**src/rtl/tl_cntr_param.sv**
```systemverilog
// Four-movement traffic-light controller: A, A-left, B, B-left served in turn,
// with sensor-driven green dwell bounded by MIN_GRN/MAX_GRN and fixed yellow.
module tl_cntr_param #(
  parameter int unsigned TW        = 8,
  parameter int unsigned MIN_GRN   = 4,
  parameter int unsigned MAX_GRN   = 16,
  parameter int unsigned YEL_CYC   = 3,
  parameter int unsigned SKIP_LEFT = 1
) (
  input  logic       clk,
  input  logic       reset,
  input  logic       Ta,
  input  logic       Tal,
  input  logic       Tb,
  input  logic       Tbl,
  output logic [1:0] La,
  output logic [1:0] Lal,
  output logic [1:0] Lb,
  output logic [1:0] Lbl,
  output logic [2:0] state
);

  typedef enum logic [2:0] {
    S0 = 3'b000,  // A green
    S1 = 3'b001,  // A yellow
    S2 = 3'b010,  // A-left green
    S3 = 3'b011,  // A-left yellow
    S4 = 3'b100,  // B green
    S5 = 3'b101,  // B yellow
    S6 = 3'b110,  // B-left green
    S7 = 3'b111   // B-left yellow
  } state_e;

  localparam logic [TW-1:0] CNT_MAX = '1;
  localparam logic [TW-1:0] MIN_LIM = TW'(MIN_GRN - 1);
  localparam logic [TW-1:0] MAX_LIM = TW'(MAX_GRN - 1);
  localparam logic [TW-1:0] YEL_LIM = TW'(YEL_CYC - 1);
  localparam logic          SKIP_EN = (SKIP_LEFT == 1);

  localparam logic [1:0] GRN = 2'b00;
  localparam logic [1:0] YEL = 2'b01;
  localparam logic [1:0] RED = 2'b10;

  state_e        state_q, state_d;
  logic [TW-1:0] cnt_q, cnt_d;
  logic          dmd;
  logic          grn_exit;
  logic          yel_exit;

  // State and dwell counter registers
  always_ff @(posedge clk or posedge reset) begin
    if (reset) begin
      state_q <= S0;
      cnt_q   <= '0;
    end else begin
      state_q <= state_d;
      cnt_q   <= cnt_d;
    end
  end

  // Demand of the movement owning the current state (state bits [2:1])
  always_comb begin
    dmd = 1'b0;
    case (state_q[2:1])
      2'b00: dmd = Ta;
      2'b01: dmd = Tal;
      2'b10: dmd = Tb;
      2'b11: dmd = Tbl;
      default: dmd = 1'b0;
    endcase
  end

  assign grn_exit = (!dmd && (cnt_q >= MIN_LIM)) || (cnt_q >= MAX_LIM);
  assign yel_exit = (cnt_q == YEL_LIM);

  // Next-state logic
  always_comb begin
    state_d = state_q;
    case (state_q)
      S0: if (grn_exit) state_d = S1;
      S1: if (yel_exit) state_d = (SKIP_EN && !Tal) ? S4 : S2;
      S2: if (grn_exit) state_d = S3;
      S3: if (yel_exit) state_d = S4;
      S4: if (grn_exit) state_d = S5;
      S5: if (yel_exit) state_d = (SKIP_EN && !Tbl) ? S0 : S6;
      S6: if (grn_exit) state_d = S7;
      S7: if (yel_exit) state_d = S0;
      default: state_d = S0;
    endcase
  end

  // Dwell counter: restart on state change, otherwise saturating increment
  always_comb begin
    cnt_d = cnt_q;
    if (state_d != state_q) begin
      cnt_d = '0;
    end else if (cnt_q != CNT_MAX) begin
      cnt_d = cnt_q + TW'(1);
    end
  end

  // Light decode straight from the state register
  always_comb begin
    La  = RED;
    Lal = RED;
    Lb  = RED;
    Lbl = RED;
    case (state_q)
      S0: La  = GRN;
      S1: La  = YEL;
      S2: Lal = GRN;
      S3: Lal = YEL;
      S4: Lb  = GRN;
      S5: Lb  = YEL;
      S6: Lbl = GRN;
      S7: Lbl = YEL;
      default: La = RED;
    endcase
  end

  assign state = state_q;

endmodule

```
**config.mk**
```make
export PLATFORM = sky130hd
export DESIGN_NAME = tl_cntr_param
export DESIGN_NICKNAME = d
export VERILOG_FILES = /design/src/rtl/tl_cntr_param.sv
export SDC_FILE = /design/constraint.sdc
export NUM_CORES = 1
export LEC_CHECK = 0
export CAP_MARGIN = 20
export CELL_PAD_IN_SITES_DETAIL_PLACEMENT = 1
export CELL_PAD_IN_SITES_GLOBAL_PLACEMENT = 1
export CORE_MARGIN = 4
export CORE_UTILIZATION = 30
export DETAILED_ROUTE_END_ITERATION = 10
export HOLD_SLACK_MARGIN = 0.12
export PLACE_DENSITY_LB_ADDON = 0.1
export SLEW_MARGIN = 20
export SYNTH_ARGS = -nofsm -noshare
export SYNTH_HDL_FRONTEND = slang
export SYNTH_SLANG_ARGS = --single-unit
```
**constraint.sdc**
```tcl
create_clock -name clk -period 3.4 [get_ports clk]
set_input_delay 0.68 -clock clk [delete_from_list [all_inputs] [get_ports clk]]
set_output_delay 0.68 -clock clk [all_outputs]
set_load 0.05 [all_outputs]
```
==> results of run 1 <==
## power by group through the flow
| stage | registers (uW) | clock network [uW] | logic (uW) |
|---|---|---|---|
| 2_1_floorplan | 289 | 0 | 481 |
| 6_report | 323 | 95.0 | 618 |
| 5_1_grt | 344 | 103 | 666 |
| 4_1_cts | 323 | 97.8 | 626 |
| 3_5_place_dp | 326 | 0 | 625 |
| 3_3_place_gp | 321 | 0 | 618 |
## cells by family after synthesis
group                    share of synthesized area
adder cells (fa/ha/maj)                    0.03401
AND/OR/NAND/NOR                             0.3265
XOR/XNOR                                   0.01191
flip-flops                                  0.3741
AO/OA/AOI/OAI                               0.1615
buffers and inverters                      0.04761
multiplexers                               0.04422
## synthesized netlist by cell type, drive strengths merged, types with 3 or more instances
master / instances / area share
a21oi: 3 / 0.020
a31oi: 4 / 0.034
clkbuf: 3 / 0.015
dfrtp: 11 / 0.37
nand2: 8 / 0.041
nor2: 9 / 0.046
nor3: 6 / 0.041
nor4: 3 / 0.034
o21ai: 3 / 0.020
## metal layers
metal	global-route usage	share of wire	wire [um]	up-vias
met5	0	0	0	-
met4	0.09934	0.035	65	0
met3	0.02489	0.052	96	5
met2	0.1919	0.46	853	22
met1	0.1390	0.45	837	328
li1	-	-	-	341
## critical path, stage by stage (launching register included)
cell,delay [ps]
dfrtp_1,520
nor3b_1,250
clkdlybuf4s50_1,830
## registers in the layout, summed over array words and instances (netlist names)
signal and count:
cnt_q 8, state 3
## cell type report
type | instances | area [sq um] | share of cell area
multi-input combinational | 65 | 425.4 | 0.4576
sequential | 11 | 275.3 | 0.2961
timing repair buffer | 16 | 160.2 | 0.1723
tap | 28 | 35.03 | 0.03769
clock buffer | 4 | 26.28 | 0.02826
inverter | 2 | 7.507 | 0.008075
## path summary, 6_finish.rpt
| kind | cells past startpoint | endpoint | slack, ps |
|---|---|---|---|
| worst max-delay path | 2 | La[0] | 840 |
| max in group asynchronous | 2 | cnt_q[5] | 2410 |
| worst max register to register | 3 | cnt_q[1] | 1470 |
| worst min register to register | 2 | cnt_q[6] | 630 |
| min in group asynchronous | 2 | cnt_q[2] | 700 |
| worst min-delay path | 2 | cnt_q[6] | 630 |
## stage by stage
stage	worst slack [ps]	utilization	hold slack, ps	instances
after global routing	720.0	0.4085	661.1	126
after detailed placement	1093	0.3969	621.5	122
after floorplan	684.2	-	532.3	83
final	837.7	0.4085	627.6	126
after global placement	1137	0.3969	616.2	122
after CTS	814.8	0.4085	631.3	126
==> metrics.csv, run 1 <==
metric,value,unit
critPathKind,flop to primary output,
antenna_cells,0,
async_flop_share,1.000,
skew,3.326,ps
ant_nets,0,
synth_seq_cells,11,
dr.pass1.iters,3,
cts-root-buf,clkbuf_4,
final_cell_mix,"clkdlybuf4s50_1, dfrtp_1, nor2_1",
placed_cell_area,903.4,sq um
coreArea,2276,sq um
critPathRequiredTime,2720,ps
via_per_inst,5.524,
syn_inst,83,
power_density,1114,nW/um^2
numCtsBuffers,3,
synth_fp_nets,91,
min_from,cnt_q[6],
ir_worst_vdd,0.4825,mV
syn-cell-area,735.7,sq um
setup_viol_count_final,0,
drive_above_1_share,0.09184,
grt_overflow,0,
ctsResizeCount,0,
wl,1853,um
path_clk_slew,70,ps
die_h,57.52,um
areaGrowthSynthToFinish,26.36,%
min_path_type,flop to flop,
crit_path_max_fanout,14,
ys_types,33,
drv_slew,0,
cts_hold_buf,0,
p_int,471.8,uW
die-area,3309,sq um
gp_congestion,0.8034,
synthFlopType,dfrtp_1,
fin_area,929.6,sq um
cts_tree,built,
routed-via-count,696,
fin_total_pwr,1036,uW
dieWidth,57.52,um
ys.warnings.count,0,
p_leak,0.0003644,uW
maxSlewHeadroom,0.5373,
drv_cap,0,
final.setup.tns,0,ps
num-fill-cells,282,
cp-start-kind,flop,
place_hpwl,1450,um
drcViolationCount,0,
grt.total_usage,0.1212,
rr_startpoint,cnt_q[4],
avgSynthCellArea,8.864,sq um
cts_setup_buffers,0,
p_sw,564.2,uW
p_sw_frac,0.5446,
drt_first_iter_violations,3,
cp-startpoint,state[1],
grt_pass1_vias,656,
initial_core_util,0.3233,
antenna_found_initial,0,
io_buffers,16,
insertion_delay,280,ps
row_count,17,
pwr-share-seq,0.312,
fin_nets,107,
finalCriticalPeriod,2562,ps
synth_edf_count,0,
max_freq,0.3903,GHz
hold_violations,0,
grt_max_degree,15,
arrival,1880,ps
clock_path_buffers,2,
p_clk_frac,0.092,
rsz0062_at_grt,no,
cts.sinks,11,
htree_levels,1,
wire_per_inst,14.71,um
combPwrFrac,0.596,
status,completed,
critPathCaptureType,primary output,
seq_area_frac_synth,0.3741,
grt_pass1_wl,3001,um
mostFrequentLayoutCell,clkdlybuf4s50_1,
io_pins,17,
tightest_slew,687.7,ps
min_period_over_period,0.7536,
Note: power is estimated with default switching activity, not from simulation.
==> inputs of run 2 (changes only) <==
- clock period: 3.4 -> 2.3 ns (I/O delays scaled with it)
==> metrics.csv, run 2 (same netlist as run 1, synthesis figures left out) <==
metric,value,unit,change
rsz0062_at_grt,no,,
fin_nets,110,,+2.8%
p_leak,0.0003940,uW,+8.1%
skew,2.792,ps,-0.5341 ps
crit_path_max_fanout,10,,-4
ant_nets,0,,unchanged
cp.buffers_inverters,1,,unchanged
routed-via-count,693,,-0.43%
ir_worst_vdd,0.7518,mV,+56%
areaGrowthSynthToFinish,28.40,%,
dieWidth,57.52,um,unchanged
place_hpwl,1522,um,+5.0%
io_pins,17,,unchanged
grt.total_usage,0.1251,,+0.003818
cts.sinks,11,,unchanged
initial_core_util,0.3233,,unchanged
grt_pass1_wl,3167,um,+5.5%
min_path_type,primary input to async pin,,
final_cell_mix,"dfrtp_1, nor2_1, clkdlybuf4s50_1, buf_4, nand2_1",,
numCtsBuffers,3,,unchanged
min_period_over_period,0.9224,,
crit_path_top_delay_cell,clkdlybuf4s50_1,,
maxSlewHeadroom,0.6658,,+0.1285
cts_setup_buffers,0,,unchanged
drive_above_1_share,0.1881,,+0.09628
combPwrFrac,0.612,,+0.016
row_count,17,,unchanged
dr.pass1.iters,4,,+1
max_freq,0.4714,GHz,
pwr-share-seq,0.300,,-0.012
cp.depth,1,,-1
hold_violations,0,,unchanged
mostFrequentLayoutCell,dfrtp_1,,
die-area,3309,sq um,unchanged
power_density,1646,nW/um^2,+48%
top_register,cnt_q,,
io_buffers,16,,unchanged
largest_reg_flops,8,,unchanged
tightest_slew,500.5,ps,-187.3 ps
drcViolationCount,0,,unchanged
cts_hold_buf,0,,unchanged
grt_overflow,0,,unchanged
insertion_delay,280,ps,about the same
status,completed,,
wire_per_inst,15.15,um,+3.0%
cts-root-buf,clkbuf_4,,
num-fill-cells,282,,unchanged
p_sw,852.7,uW,+51%
htree_levels,1,,unchanged
antenna_cells,0,,unchanged
wl,1954,um,+5.5%
die_h,57.52,um,unchanged
drv_slew,0,,unchanged
layout.area.seq,275.3,sq um,unchanged
grt_max_degree,12,,-3
finalCriticalPeriod,2121,ps,
critPathCaptureType,primary output,,
gp_congestion,0.7429,,-7.5%
multi_input_comb_area,430.4,sq um,+1.2%
cts_tree,built,,
p_int,702.6,uW,+49%
final.setup.tns,0,ps,unchanged
critPathRequiredTime,1840,ps,-880 ps
clock_path_buffers,2,,unchanged
drt_first_iter_violations,6,,+3
whs,491.8,ps,-135.8 ps
max_stage_delay,870,ps,+40 ps
r2r_cells,5,,+2
grt_pass1_vias,675,,+2.9%
cp-start-kind,flop,,
setup_viol_count_final,0,,unchanged
via_per_inst,5.372,,-2.7%
crit_family,buffers and inverters,,
p_clk_frac,0.087,,-0.005
antenna_found_initial,0,,unchanged
crit_chain,clkdlybuf4s50_1,,
arrival,1660,ps,-220 ps
path_clk_slew,70,ps,about the same
critPathKind,flop to primary output,,
p_sw_frac,0.5483,,+0.003676
coreArea,2276,sq um,unchanged
drv_cap,0,,unchanged
run 2: cell count changes in the layout (fill, tap and decap cells not counted):
cell             before  now
clkdlybuf4s50_1      16    9
buf_4                 0    9
nor3b_2               0    1
dlymetal6s2s_1        0    1
nor3b_1               2    1
run 2: cell type report:
cell class,instances,share of cell area
Tap cell,28,0.03709
Multi-Input combinational cell,65,0.4556
Inverter,2,0.007947
Sequential cell,11,0.2914
Clock buffer,4,0.02781
Timing Repair Buffer,19,0.1801
run 2: metal layers:
layer  global-route usage  vias to the layer above  part of all wire
met5                    0                        -                 0
met4              0.07947                        0             0.026
met3              0.02941                        5             0.063
met2               0.2000                       21              0.45
met1               0.1489                      321              0.46
li1                     -                      346                 -
run 2: final timing paths:
check | start | end | slack, ps
setup / recovery | state[1] | state[1] | 180
hold / removal | reset | state[2] | 490
min in group clk | cnt_q[6] | cnt_q[6] | 620
max in group asynchronous | reset | state[0] | 1500
setup reg to reg | state[1] | cnt_q[4] | 430
hold reg to reg | cnt_q[6] | cnt_q[6] | 620
run 2: stage by stage:
step                setup WS, ps  instance area (sq um)  utilization  std cells  power, uW
finish                     178.5                  944.7       0.4151        129       1555
global route               137.8                  944.7       0.4151        129       1650
CTS                        40.79                  942.2       0.4140        129       1573
detailed placement         247.0                  915.9       0.4024        125       1434
global placement           277.3                  915.9       0.4024        125       1404
floorplan                  116.2                  740.7            -         83       1145
run 2: power groups by stage:
stage | clock network (uW) | registers, uW | logic (uW)
2_1_floorplan | 0 | 428 | 717
3_3_place_gp | 0 | 460 | 943
3_5_place_dp | 0 | 470 | 963
4_1_cts | 139 | 467 | 966
5_1_grt | 145 | 489 | 1020
6_report | 136 | 467 | 953
run 2: what timing repair did:
item / CTS / global route
endpoints found under the hold margin: 0 / 0
resized for setup: 0 / 1
setup endpoints to repair: 0 / 1
